==> config.mk <==
export PLATFORM = sky130hd
export DESIGN_NAME = uart_frame_rx_flat
export DESIGN_NICKNAME = d
export VERILOG_FILES = /design/src/rtl/uart_frame_rx_if.sv /design/src/rtl/uart_frame_rx.sv /design/src/flat_wrapper.sv
export SDC_FILE = /design/constraint.sdc
export NUM_CORES = 1
export LEC_CHECK = 0
export ABC_AREA = 1
export BUFFER_PORTS_ARGS = -buffer_cell sky130_fd_sc_hd__buf_2
export CAP_MARGIN = 20
export CORE_MARGIN = 2
export CORE_UTILIZATION = 64
export CTS_CLUSTER_SIZE = 16
export DETAILED_ROUTE_END_ITERATION = 12
export GPL_TIMING_DRIVEN = 1
export HOLD_SLACK_MARGIN = 0.12
export PLACE_DENSITY = 0.92
export SLEW_MARGIN = 20
export SYNTH_ARGS = -nofsm -noshare
export SYNTH_HDL_FRONTEND = slang
export SYNTH_SLANG_ARGS = --single-unit
==> constraint.sdc <==
create_clock -name mclk -period 2.7 [get_ports mclk]
set_input_delay 0.27 -clock mclk [delete_from_list [all_inputs] [get_ports mclk]]
set_output_delay 0.27 -clock mclk [all_outputs]
set_load 0.005 [all_outputs]
==> src/rtl/uart_frame_rx_if.sv <==
// uart_frame_rx_if: held-frame handshake bundle; master = receiver (rx_valid/rx_done/data_byte/status out, rx_ready in), slave = consumer
interface uart_frame_rx_if;
  logic       rx_done;
  logic       rx_valid;
  logic       rx_ready;
  logic [7:0] data_byte;
  logic       parity_err;
  logic       frame_err;
  logic       break_det;
  logic       overrun;
  modport master (
    output rx_done, rx_valid, data_byte, parity_err, frame_err, break_det, overrun,
    input  rx_ready
  );
  modport slave (
    input  rx_done, rx_valid, data_byte, parity_err, frame_err, break_det, overrun,
    output rx_ready
  );
endinterface

==> src/rtl/uart_frame_rx.sv <==
// uart_frame_rx: 16x-oversampled UART frame receiver; mclk/rst_n, frame config (baud_div, data_bits, parity_mode, stop2) latched per frame, rs232_rx line in, uart_state busy out, held frame + status on rx (master)
module uart_frame_rx #(
  parameter int DIV_W = 16,
  parameter int OVS   = 16
) (
  input  logic             mclk,
  input  logic             rst_n,
  input  logic [DIV_W-1:0] baud_div,
  input  logic [1:0]       data_bits,
  input  logic [1:0]       parity_mode,
  input  logic             stop2,
  input  logic             rs232_rx,
  output logic             uart_state,
  uart_frame_rx_if.master  rx
);
  localparam int TW = $clog2(OVS);
  localparam logic [TW-1:0] T_A    = TW'(OVS / 2 - 1);
  localparam logic [TW-1:0] T_B    = TW'(OVS / 2);
  localparam logic [TW-1:0] T_C    = TW'(OVS / 2 + 1);
  localparam logic [TW-1:0] T_LAST = TW'(OVS - 1);
  localparam logic [2:0] IDLE   = 3'd0;
  localparam logic [2:0] START  = 3'd1;
  localparam logic [2:0] DATA   = 3'd2;
  localparam logic [2:0] PARITY = 3'd3;
  localparam logic [2:0] STOP1  = 3'd4;
  localparam logic [2:0] STOP2  = 3'd5;
  logic             s1, s2, s_prev;
  logic [2:0]       state;
  logic [DIV_W-1:0] div_cnt, bd_l;
  logic [TW-1:0]    tcnt;
  logic [1:0]       db_l, pm_l;
  logic             st2_l;
  logic [2:0]       bcnt;
  logic [7:0]       sh;
  logic             par, allz, ferr, m7, m8;
  logic             start_det, tick, mid, last, maj, par_en, last_bit, fin, brk_n;
  always_comb begin
    start_det = state == IDLE && s_prev && !s2;
    tick      = state != IDLE && div_cnt == bd_l;
    mid       = tick && tcnt == T_C;
    last      = tick && tcnt == T_LAST;
    maj       = (m7 & m8) | (m7 & s2) | (m8 & s2);
    par_en    = pm_l[0] ^ pm_l[1];
    last_bit  = bcnt == {1'b0, db_l} + 3'd4;
    fin       = mid && (state == STOP2 || (state == STOP1 && !st2_l));
    // stop bit 1 only joins the break test while it is still being sampled
    brk_n     = state == STOP1 ? allz & ~maj : allz;
  end
  assign uart_state = state != IDLE;
  always_ff @(posedge mclk or negedge rst_n) begin
    if (!rst_n) begin
      s1      <= 1'b1;
      s2      <= 1'b1;
      s_prev  <= 1'b1;
      state   <= IDLE;
      div_cnt <= '0;
      tcnt    <= '0;
      bcnt    <= '0;
      bd_l    <= '0;
      db_l    <= '0;
      pm_l    <= '0;
      st2_l   <= 1'b0;
      sh      <= '0;
      par     <= 1'b0;
      allz    <= 1'b0;
      ferr    <= 1'b0;
      m7      <= 1'b0;
      m8      <= 1'b0;
    end else begin
      s1     <= rs232_rx;
      s2     <= s1;
      s_prev <= s2;
      if (start_det) begin
        state   <= START;
        div_cnt <= '0;
        tcnt    <= '0;
        bcnt    <= '0;
        bd_l    <= baud_div;
        db_l    <= data_bits;
        pm_l    <= parity_mode;
        st2_l   <= stop2;
        sh      <= '0;
        par     <= 1'b0;
        allz    <= 1'b1;
        ferr    <= 1'b0;
      end else if (state != IDLE) begin
        div_cnt <= tick ? '0 : div_cnt + DIV_W'(1);
        if (tick) tcnt <= tcnt + TW'(1);
        if (tick && tcnt == T_A) m7 <= s2;
        if (tick && tcnt == T_B) m8 <= s2;
        case (state)
          START: begin
            if (mid && maj) state <= IDLE;
            else if (last) state <= DATA;
          end
          DATA: begin
            if (mid) begin
              sh[bcnt] <= maj;
              par      <= par ^ maj;
              allz     <= allz & ~maj;
            end
            if (last) begin
              if (last_bit) state <= par_en ? PARITY : STOP1;
              else bcnt <= bcnt + 3'd1;
            end
          end
          PARITY: begin
            if (mid) begin
              par  <= par ^ maj;
              allz <= allz & ~maj;
            end
            if (last) state <= STOP1;
          end
          STOP1: begin
            if (mid) begin
              ferr <= ~maj;
              allz <= allz & ~maj;
              if (!st2_l) state <= IDLE;
            end
            if (last && st2_l) state <= STOP2;
          end
          STOP2: if (mid) state <= IDLE;
          default: state <= IDLE;
        endcase
      end
    end
  end
  always_ff @(posedge mclk or negedge rst_n) begin
    if (!rst_n) begin
      rx.rx_done    <= 1'b0;
      rx.rx_valid   <= 1'b0;
      rx.data_byte  <= '0;
      rx.parity_err <= 1'b0;
      rx.frame_err  <= 1'b0;
      rx.break_det  <= 1'b0;
      rx.overrun    <= 1'b0;
    end else begin
      rx.rx_done <= fin;
      if (fin) begin
        rx.rx_valid   <= 1'b1;
        rx.data_byte  <= sh;
        rx.parity_err <= par_en & (par ^ pm_l[1]);
        rx.frame_err  <= ferr | ~maj;
        rx.break_det  <= brk_n;
        rx.overrun    <= rx.rx_valid & ~rx.rx_ready;
      end else if (rx.rx_valid && rx.rx_ready) begin
        rx.rx_valid <= 1'b0;
        rx.overrun  <= 1'b0;
      end
    end
  end
endmodule

==> src/flat_wrapper.sv <==
// flat-port wrapper written by rule: the top's interface ports become plain ports
module uart_frame_rx_flat 
#(
  parameter int DIV_W = 16,
  parameter int OVS   = 16
)
  (mclk, rst_n, baud_div, data_bits, parity_mode, stop2, rs232_rx, uart_state, rx_rx_done, rx_rx_valid, rx_data_byte, rx_parity_err, rx_frame_err, rx_break_det, rx_overrun, rx_rx_ready);
  uart_frame_rx_if rx_i ();
  input  logic mclk;
  input  logic rst_n;
  input  logic [DIV_W-1:0] baud_div;
  input  logic [1:0] data_bits;
  input  logic [1:0] parity_mode;
  input  logic stop2;
  input  logic rs232_rx;
  output logic uart_state;
  output wire logic [$bits(rx_i.rx_done)-1:0] rx_rx_done;
  output wire logic [$bits(rx_i.rx_valid)-1:0] rx_rx_valid;
  output wire logic [$bits(rx_i.data_byte)-1:0] rx_data_byte;
  output wire logic [$bits(rx_i.parity_err)-1:0] rx_parity_err;
  output wire logic [$bits(rx_i.frame_err)-1:0] rx_frame_err;
  output wire logic [$bits(rx_i.break_det)-1:0] rx_break_det;
  output wire logic [$bits(rx_i.overrun)-1:0] rx_overrun;
  input wire logic [$bits(rx_i.rx_ready)-1:0] rx_rx_ready;
  assign rx_rx_done = rx_i.rx_done;
  assign rx_rx_valid = rx_i.rx_valid;
  assign rx_data_byte = rx_i.data_byte;
  assign rx_parity_err = rx_i.parity_err;
  assign rx_frame_err = rx_i.frame_err;
  assign rx_break_det = rx_i.break_det;
  assign rx_overrun = rx_i.overrun;
  assign rx_i.rx_ready = rx_rx_ready;
  uart_frame_rx #(.DIV_W(DIV_W), .OVS(OVS)) u_core (.mclk(mclk), .rst_n(rst_n), .baud_div(baud_div), .data_bits(data_bits), .parity_mode(parity_mode), .stop2(stop2), .rs232_rx(rs232_rx), .uart_state(uart_state), .rx(rx_i));
endmodule
### Word-level counts from Yosys, hierarchy flattened

Cells that the tools add are included.

* register bits: 77
* bits of input ports: 25
* output and inout port bits: 15
* logic and storage cells: 149

* add/subtract/negate cells: 4
* magnitude comparators: 2
* equal/unequal tests: 19
* multiplexer cells: 47
* bitwise logic cells: 15
* reductions and logical operators: 38

Operators by type and width (number)
* $mux W3: 17
* $mux W16: 3
* $mux W8: 4
* $reduce_and A3 Y1: 6
* $reduce_bool A2 Y1: 9
* $mux W1: 17
* $add A16 B1 Y16 const B: 1
* $eq A16 B16 Y1: 1
* $pmux W3 S5: 1
* $logic_and A1 B1 Y1: 13
* $eq A4 B4 Y1 const B: 3
* $mux W4: 3
* $ne A3 B1 Y1 const B: 4
* $bwmux W8: 1
* $reduce_and A8 Y1: 1
* $and A1 B1 Y1: 6
* $eq A3 B2 Y1 const B: 2
* $eq A3 B3 Y1 const B: 2
* $add A4 B1 Y4 const B: 1
* $eq A4 B3 Y1 const B: 1
* $lt A3 B4 Y1 const B: 1
* $ne A4 B1 Y1 const B: 1
* $ne A4 B2 Y1 const B: 1
* $ne A4 B4 Y1 const B: 1
* other kinds (18): 25

### Depth between registers and ports, before layout

* depth in word-level cells: 9
* gate-level depth with buffers: 14
* gate-level depth less buffers: 14

### Worst setup path before layout

Ideal clock, no wire load.

* kind: reg2reg
* start point: register u_core.div_cnt[13]
* end point: register u_core.state[1]
* data arrival time: 1570 ps
* data required time: 2583 ps
* setup slack: 1014 ps
* cell stages (with the launch flop): 12
* buffers on the path: 0
* period minus slack after synthesis: 1686 ps
* path through: dfrtp_1 inv_2 or2_1 nand3_1 nor3_2 nand3_2 nand3_1 nand2_1 nor2_2 nand2_1 nand2_1 nand2_1

* cells in the longest elaborated chain, start to end: 8
* elaborated cells on any way between the ends: 18
* those cells by class: eq/ne (7); mux (5); reduce/logical (6)

RTL lines
* start, declared: line uart_frame_rx.sv:29 `logic [DIV_W-1:0] div_cnt, bd_l;`
* start signal, assigned: line uart_frame_rx.sv:87 `div_cnt <= tick ? '0 : div_cnt + DIV_W'(1);`
* $eq A16 B16 Y1 *: line uart_frame_rx.sv:39 `tick = state != IDLE && div_cnt == bd_l;`
* $logic_and A1 B1 Y1 *: line uart_frame_rx.sv:39
* $logic_and A1 B1 Y1, on equally long branches: line uart_frame_rx.sv:41, uart_frame_rx.sv:40
* $logic_and A1 B1 Y1, on equally long branches: line uart_frame_rx.sv:120, uart_frame_rx.sv:93
* $mux W3, on equally long branches: line uart_frame_rx.sv:120, uart_frame_rx.sv:93
* $pmux W3 S5: line uart_frame_rx.sv:91 `case (state)`
* $mux W3: line uart_frame_rx.sv:86 `end else if (state != IDLE) begin`
* $mux W3: line uart_frame_rx.sv:73 `if (start_det) begin`
* end signal, assigned: line uart_frame_rx.sv:103 `if (last_bit) state <= par_en ? PARITY : STOP1;`
* end, declared: line uart_frame_rx.sv:28 `logic [2:0] state;`

Every way passes the cells marked *; elsewhere a longest branch is shown, timed or not. The select of a mux whose other input is x is not followed.
A chain may end at the register's enable or synchronous reset.

### Final worst setup path

* start point: register u_core.state[1]
* end point: register u_core.div_cnt[14]

* cells in the longest elaborated chain, start to end: 5
* elaborated cells on any way between the ends: 9
* those cells by class: mux (3); reduce/logical (6)

RTL lines (line)
* $reduce_bool A3 Y1: uart_frame_rx.sv:39, uart_frame_rx.sv:86
* $logic_and A1 B1 Y1: uart_frame_rx.sv:39
* $mux W16: uart_frame_rx.sv:87
* $mux W16: uart_frame_rx.sv:86
* $mux W16: uart_frame_rx.sv:73

Several ways; a longest one is shown, not always the timed one. The select of a mux whose other input is x is not followed.

==> run metrics <==
top sig layer met4; drc violations 0; RSZ-0062 raised after global routing no; Synth Instances 507; critical-path maximum fanout 9; WL met1 3.87 mm; first-pass GRT wire length 15.8 mm; DRC violation total after the first TritonRoute iteration 339; GP Congestion 0.971; FILL cells 434; gr usage total 28.5%; syn nets 537; largest net degree at the start of global routing 78; power per standard cell area 810 nW/um^2; mux share of post-synthesis cell area 0%; crit path DAT 2.38 ns; met2 wire len 4.42 mm; Post-Synth XOR/XNOR Area 2.40%; Tightest Pin Transition 0.950 ns; leak pwr 2.27 nW; Seq/Total Area, Yosys 48.1%; Ports 40; routed vias/inst 5.68; maximum root-to-sink buffer count 2; Final setup viols 0; Yosys cell types 43; WL/cell 14.3 um; status finished clean; Reg clk slew, reported paths 0.08 ns; Worst Path Class, Setup register to register; die width 83.2 um; Simple-Gate Fraction of Synth Area 28.7%; synthesized area 4020 um^2; fin crit period 2.13 ns; Max Fclk 0.469 GHz; final hold violations 0; Initial Util 67.0%; period utilization 79.0%; Inserted Clock Buffers 9; Slew headroom 36.7%; register area 1930 um^2; fin nets 594; max-capacitance violation count 0; multi-input logic area 1790 um^2; worst skew pair latency 0.36 ns; proportion of synthesized flip-flops having asynchronous set or reset 100%; die area 6930 um^2; Cell Rows 28; Placed Area 4300 um^2; main flop type after synthesis dfrtp_1; CP endpoint kind register; share of cells above drive strength 1 16.7%; post-detail-place hpwl 6.49 mm; Yosys warning total 0; diode count 0; Synth Area in Adders 1.56%; type of the worst min-delay path input pin to register; DR WL met3 774 um; worst IR drop on VDD 0.608 mV; antenna violations before repair 0; CTS tree done; Crit path required time 2.95 ns; dominant combinational cell family by area after synthesis simple AND/OR/NAND/NOR gates; drt total wl 9.24 mm; grt ovf 0; Max H-tree Level 3; Worst R2R Setup Slack 0.57 ns; Yosys reg bits 77; clock sink count 77; die height 83.2 um; Post-synth EDFFs 0; TritonRoute pass-1 iters 7; Buffers on Ports 39; vias 3,657; vias in the first global route 3,493; Final Max Tran Viols 0; total setup buffers inserted after CTS 0; core area 5990 um^2; root buffer cell clkbuf_8; Layout area overhead 15.2%; Synth Area in Compound Gates 11.8%; Worst Skew 0.0106 ns; Final ANT Viol Nets 0; Synth Area per Inst 7.92 um^2; Final Instance Area 4630 um^2; setup TNS 0 ns; startpoint types register
-- flip-flops by register name, summed over array words and instances (netlist names), 2 cells and up --
signal and count:
u_core.db_l 2, u_core.state 3, u_core.sh 8, u_core.div_cnt 16, u_core.tcnt 4, u_core.rx.data_byte 8
u_core.pm_l 2, u_core.bd_l 16, u_core.bcnt 3
-- worst max-delay path: stages (launching register included) --
cell	delay, ns
dfrtp_1	0.45
nor2_2	0.14
nand2_2	0.12
inv_2	0.10
nand3_4	0.06
nand2_1	0.26
inv_1	0.15
nor2_2	0.20
nand3_1	0.17
nor2_1	0.17
a31oi_1	0.10
o21a_1	0.11
-- power breakdown --
part	internal (W)	switching [W]
registers	0.00138	0.000183
logic	0.000422	0.000873
clock network	0.000454	0.000431
-- routing by layer --
metal / up-vias / GRT usage (%)
met5: - / 0
met3: 22 / 7.75
met4: 0 / 10.3
met2: 168 / 45.3
met1: 1718 / 37.6
li1: 1749 / -
-- placed cells by master (no fill, tap or decap), types with 6 or more instances in the layout --
cell type / count
o21ai_0: 40
nor2_1: 48
inv_1: 55
inv_2: 9
clkbuf_8: 10
nor3_1: 14
a31oi_1: 7
dlygate4sd3_1: 13
buf_4: 6
nand3_1: 30
dfrtp_1: 74
nand2_1: 130
a21oi_1: 20
xor2_1: 8
nand4_1: 6
buf_2: 38
-- what timing repair did --
action,4_1_cts,5_1_grt
hold endpoints to repair,85,1
hold buffers,12,1
gates resized for setup,0,0
-- cells in the mapped netlist (3+ instances only) --
library cell / number / area [um^2]
xor2_1: 8 / 70.1
buf_2: 4 / 20.0
o21ai_0: 40 / 200
a21oi_1: 20 / 100
nand2_1: 130 / 488
inv_1: 55 / 206
nor2_1: 48 / 180
nor3_1: 14 / 70.1
nand4_1: 6 / 37.5
xnor2_1: 3 / 26.3
clkbuf_1: 4 / 15.0
o21a_1: 3 / 22.5
nand3_1: 30 / 150
inv_2: 9 / 33.8
nor2_2: 5 / 31.3
nor3_2: 3 / 30.0
a31oi_1: 7 / 43.8
dfstp_2: 3 / 78.8
ha_1: 5 / 62.6
o211ai_1: 3 / 22.5
dfrtp_1: 74 / 1850
nand2_2: 5 / 31.3
-- logic make-up after synthesis --
kind of cell / after synthesis
AO/OA/AOI/OAI: 83
XOR/XNOR: 11
adder cells (fa/ha/maj): 5
buffers and inverters: 77
flip-flops: 77
AND/OR/NAND/NOR: 254
-- cell type report --
class,instances,area share (%)
inverter,66,5.36
clock inverter,5,1.27
timing repair buffer,57,7.90
clock buffer,11,3.06
tap,75,2.03
multi-input combinational,353,38.7
sequential,77,41.7
-- worst paths after layout --
path | startpoint | endpoint | cells after the start
worst max-delay path | u_core.state[1] | u_core.div_cnt[14] | 11
min in group asynchronous | rst_n | u_core.bd_l[3] | 2
worst min register to register | u_core.s1 | u_core.s2 | 0
worst max register to register | u_core.state[1] | u_core.div_cnt[14] | 11
max in group asynchronous | rst_n | u_core.div_cnt[9] | 2
worst min-delay path | baud_div[8] | u_core.bd_l[8] | 3
-- stage by stage --
step                hold slack (ns)  util (%)  instances  power, W  setup slack (ns)
floorplan                   -0.0256         -        507   0.00247              1.01
detailed placement            0.351      71.7        615   0.00283             0.670
CTS                           0.122      77.0        643   0.00373             0.621
global route                  0.128      77.2        644   0.00401             0.403
global placement              0.346      71.7        615   0.00276             0.722
finish                        0.131      77.2        644   0.00375             0.568
Power figures use the tool's default switching activity.
